==> config.mk <==
export PLATFORM = sky130hd
export DESIGN_NAME = pc_sequencer
export DESIGN_NICKNAME = d
export VERILOG_FILES = /design/src/rtl/pc_sequencer.sv
export SDC_FILE = /design/constraint.sdc
export NUM_CORES = 1
export LEC_CHECK = 0
export CAP_MARGIN = 20
export CORE_ASPECT_RATIO = 0.75
export CORE_MARGIN = 1
export CORE_UTILIZATION = 47
export DETAILED_ROUTE_END_ITERATION = 10
export PLACE_DENSITY = 0.87
export SYNTH_ARGS = -nofsm -noshare
export SYNTH_HDL_FRONTEND = slang
export SYNTH_SLANG_ARGS = --single-unit
==> constraint.sdc <==
create_clock -name clk -period 5.3 [get_ports clk]
set_input_delay 1.06 -clock clk [delete_from_list [all_inputs] [get_ports clk]]
set_output_delay 1.06 -clock clk [all_outputs]
set_load 0.02 [all_outputs]
==> src/rtl/pc_sequencer.sv <==
// pc_sequencer: fetch-stage PC owner and instruction-memory sequencer.
// One outstanding request; redirect, stall, halt and drop handling.
module pc_sequencer #(
  parameter logic [31:0] RESET_PC = 32'h0000_0000
) (
  input  logic        clk,
  input  logic        rst,
  input  logic        stall,
  input  logic        redirect_valid,
  input  logic [31:0] redirect_target,
  input  logic        halt,
  output logic        imem_req,
  output logic [31:0] imem_addr,
  input  logic        imem_gnt,
  input  logic        imem_rvalid,
  input  logic [31:0] imem_rdata,
  output logic [31:0] pc,
  output logic        if_valid,
  output logic [31:0] if_pc,
  output logic [31:0] if_instr,
  output logic        halted
);

  typedef enum logic [1:0] {
    S_FETCH,
    S_WAIT,
    S_DRAIN,
    S_HALT
  } state_e;

  state_e      state_q, state_d;
  logic [31:0] pc_q, pc_d;
  logic        drop_q, drop_d;
  logic        ifv_q, ifv_d;
  logic [31:0] ifpc_q, ifpc_d;
  logic [31:0] ifins_q, ifins_d;
  logic        req;
  logic        load;

  assign req = (state_q == S_FETCH) & ~stall & ~halt
             & ~redirect_valid & ~rst;

  assign imem_req  = req;
  assign imem_addr = pc_q;
  assign pc        = pc_q;
  assign if_valid  = ifv_q;
  assign if_pc     = ifpc_q;
  assign if_instr  = ifins_q;
  assign halted    = (state_q == S_HALT);

  // Next-state: fetch sequencing, redirect/drop, halt drain, IF register.
  always_comb begin
    state_d = state_q;
    pc_d    = pc_q;
    drop_d  = drop_q;
    ifv_d   = ifv_q;
    ifpc_d  = ifpc_q;
    ifins_d = ifins_q;
    load    = 1'b0;

    unique case (state_q)
      S_FETCH: begin
        if (halt) begin
          state_d = S_HALT;
        end else if (redirect_valid) begin
          pc_d = redirect_target;
        end else if (req && imem_gnt) begin
          state_d = S_WAIT;
          drop_d  = 1'b0;
        end
      end
      S_WAIT: begin
        if (halt) begin
          // A response landing with halt is simply the drained one.
          state_d = imem_rvalid ? S_HALT : S_DRAIN;
          drop_d  = 1'b0;
        end else if (imem_rvalid) begin
          state_d = S_FETCH;
          drop_d  = 1'b0;
          if (redirect_valid) begin
            pc_d = redirect_target;
          end else if (!drop_q) begin
            load = 1'b1;
          end
        end else if (redirect_valid) begin
          pc_d   = redirect_target;
          drop_d = 1'b1;
        end
      end
      S_DRAIN: begin
        if (imem_rvalid) begin
          state_d = S_HALT;
        end
      end
      S_HALT: begin
        state_d = S_HALT;
      end
    endcase

    if (ifv_q && !stall) begin
      ifv_d = 1'b0;
    end
    if (halt || redirect_valid || state_q == S_HALT) begin
      ifv_d = 1'b0;
    end
    if (load) begin
      ifv_d   = 1'b1;
      ifpc_d  = pc_q;
      ifins_d = imem_rdata;
      pc_d    = pc_q + 32'd1;
    end
  end

  // State, PC and IF output registers.
  always_ff @(posedge clk or posedge rst) begin
    if (rst) begin
      state_q <= S_FETCH;
      pc_q    <= RESET_PC;
      drop_q  <= 1'b0;
      ifv_q   <= 1'b0;
      ifpc_q  <= 32'h0;
      ifins_q <= 32'h0;
    end else begin
      state_q <= state_d;
      pc_q    <= pc_d;
      drop_q  <= drop_d;
      ifv_q   <= ifv_d;
      ifpc_q  <= ifpc_d;
      ifins_q <= ifins_d;
    end
  end

endmodule

==> results.yml <==
timing:
  setup_slack_ns: 1.16
  finalSetupViolCount: 0
  max-slew-margin-rel_pct: 33.3
  holdWs_ns: 0.475
  rsz0062_at_grt: "false"
  tns_ns: 0
  max_freq_ghz: 0.242
  slew_violations: 0
  worst-slew-pin-transition_ns: 1.00
  hold_viol_final: 0
  finalClockSkew_ns: 0.00766
  fin_crit_sh_pct: 78.0
  min_period_ns: 4.14
cells_and_area:
  final_common_cell: "nand2_1"
  fin_cells: 861
  final_cell_mix: "nand2_1 (208), clkdlybuf4s50_1 (201), dfrtp_1 (100)"
  seq_area_mm2: 0.00250
  area_growth_syn_to_layout_pct: 43.6
  drive_gt1_share_pct: 4.39
  num-nets-final: 797
  num_antenna_cells: 0
  fillers: 707
  multiInputGateArea_mm2: 0.00201
power_and_ir_drop:
  p_per_area_mw_per_mm2: 274
  fin_total_pwr_mw: 1.92
  peakVddDrop_mv: 0.165
  leakage_nw: 3.23
clock_tree:
  post_cts_buffers: 0
  ctsResizeCount: 0
  clk_latency_ns: 0.34
  path_clk_slew_ns: 0.06
  htree_num_levels: 3
  cts_root_buf: "clkbuf_16"
  numCtsBuffers: 9
  cts.sinks: 100
  clockBufferDepth: 2
  cts_tree: "yes"
  cts_hold_buf: 0
floorplanning:
  die-area_mm2: 0.0108
  start_util_pct: 49.4
  core_mm2: 0.00989
  row_count: 31
  chipHeight_um: 90.3
  io_pins: 202
  die_w_um: 120
global_routing:
  grt_pass1_wl_mm: 23.3
  grt_usage_pct: 27.3
  use_met2_pct: 43.9
  first_global_vias: 4541
  gr-usage-met3_pct: 9.22
  use_met1_pct: 34.5
  grt_max_degree: 94
  antenna_found_initial: 0
  grt_busiest_layer: "met2"
  grt.overflow.total: 0
run_status:
  outcome: "completed"
placement:
  hpwl_mm: 9.84
  dp_slack_ns: 1.18
  routabilityCongestion: 0.801
  io_buffers: 201
  placed_cells: 846
synth:
  yosysTopAreaCell: "dfrtp_1"
  synthDistinctLibCells: 50
  async_reset_ff_share_pct: 100
  synth_top_area_share_pct: 51.2
  synth.area.top_cells: "dfrtp_1 (51%), nand2_1 (16%), buf_4 (4.9%), a21oi_1 (3.2%), o21ai_0 (2.4%)"
  syn_area_mm2: 0.00489
  ys_seq_area_share_pct: 51.2
  synth.area.mux_share_pct: 1.02
  ys_warn_count: 0
  synth_top_family_by_area: "simple AND/OR/NAND/NOR gates"
  synth-compound-area-share_pct: 11.8
  ys_ff_latch: 100
  yosys.area_share.adder_pct: 0.256
  synth_area_per_cell_um2: 8.54
  synth_edf_count: 0
  synth_xor_area_share_pct: 0.358
  synthCells: 573
  synth-simple-area-share_pct: 27.4
  synth_nets: 645
  synth_ff_type: "dfrtp_1"
route:
  wl_mm: 14.4
  vias: 4785
  drt_iter0_drc: 434
  postRouteAntennaNets: 0
  via_per_inst: 5.56
  drc: 0
  drt_first_pass_iters: 4
  routedWlPerCell_um: 16.7
setup_path:
  crit_path_max_fanout: 6
  path_class: "in -> out"
  startpoint_type: "input pin"
  worstPathArrival_ns: 3.08
  cp.required_ns: 4.24
  crit_path_end_kind: "primary output"
worst_hold_path:
  min-delay-path-class: "reg -> reg"
run:
  drv_cap: 0
==> layout make-up <==
type | count | share of cell area, %
clock buffer | 10 | 3.40
clock inverter | 5 | 0.748
inverter | 5 | 0.303
multi-input combinational | 405 | 28.6
sequential | 100 | 35.6
tap | 132 | 2.35
timing repair buffer | 204 | 29.0
==> critical path: stages <==
cell             delay (ns)
clkdlybuf4s50_1        0.54
nor3_1                 0.43
nor4b_1                0.37
clkdlybuf4s50_1        0.68
==> flip-flops by register name (all words and copies together), names as in the netlist <==
register,count
drop_q,1
if_pc,32
if_valid,1
imem_addr,32
state_q,2
if_instr,32
==> path summary, 6_finish.rpt <==
| check | startpoint | endpoint | slack (ns) | cells past startpoint |
|---|---|---|---|---|
| worst max register to register | state_q[1] | imem_addr[8] | 2.62 | 6 |
| max in group asynchronous | rst | if_instr[21] | 3.05 | 3 |
| worst min register to register | if_pc[0] | if_pc[0] | 0.48 | 2 |
| worst min-delay path | if_pc[0] | if_pc[0] | 0.48 | 2 |
| worst max-delay path | redirect_valid | imem_req | 1.16 | 4 |
| min in group asynchronous | rst | if_instr[1] | 1.26 | 2 |
==> cell usage after synthesis (2+ instances only) <==
master,instances
a2bb2oi_1,4
buf_4,32
inv_1,5
dfrtp_1,100
buf_2,11
a31oi_1,3
a21oi_1,31
o21ai_0,23
mux2i_1,5
nor2_1,28
xor2_1,2
nand4_1,14
or3_1,2
a22oi_1,7
and2_1,2
nand3_1,19
and4_1,2
and3_1,6
clkbuf_1,20
o22ai_1,8
nor2b_1,2
nand2_1,209
o211ai_1,2
a21o_1,4
nor3_1,7
==> stage by stage <==
step | instance area [um^2] | util (%)
2_1_floorplan | 4890 | -
4_1_cts | 7020 | 71.0
3_3_place_gp | 6730 | 68.1
6_report | 7020 | 71.0
5_1_grt | 7020 | 71.0
3_5_place_dp | 6730 | 68.1
==> power breakdown <==
group | internal (mW) | leakage [nW] | switching [mW]
clock network | 0.374 | 0.144 | 0.283
registers | 0.804 | 1.33 | 0.0826
logic | 0.199 | 1.76 | 0.180
==> routing by layer <==
metal	part of all wire [%]	wire, um
met5	0	0
met2	48	6840
met4	1.6	235
met3	9.5	1360
met1	41	5950
==> cells by family (layout without fill, tap and decap cells) <==
family	Yosys count	in the layout
AO/OA/AOI/OAI	94	94
XOR/XNOR	2	2
adder cells (fa/ha/maj)	1	1
buffers and inverters	68	224
flip-flops	100	100
multiplexers	5	5
AND/OR/NAND/NOR	303	303
No activity file was read; power rests on OpenSTA's default activity.
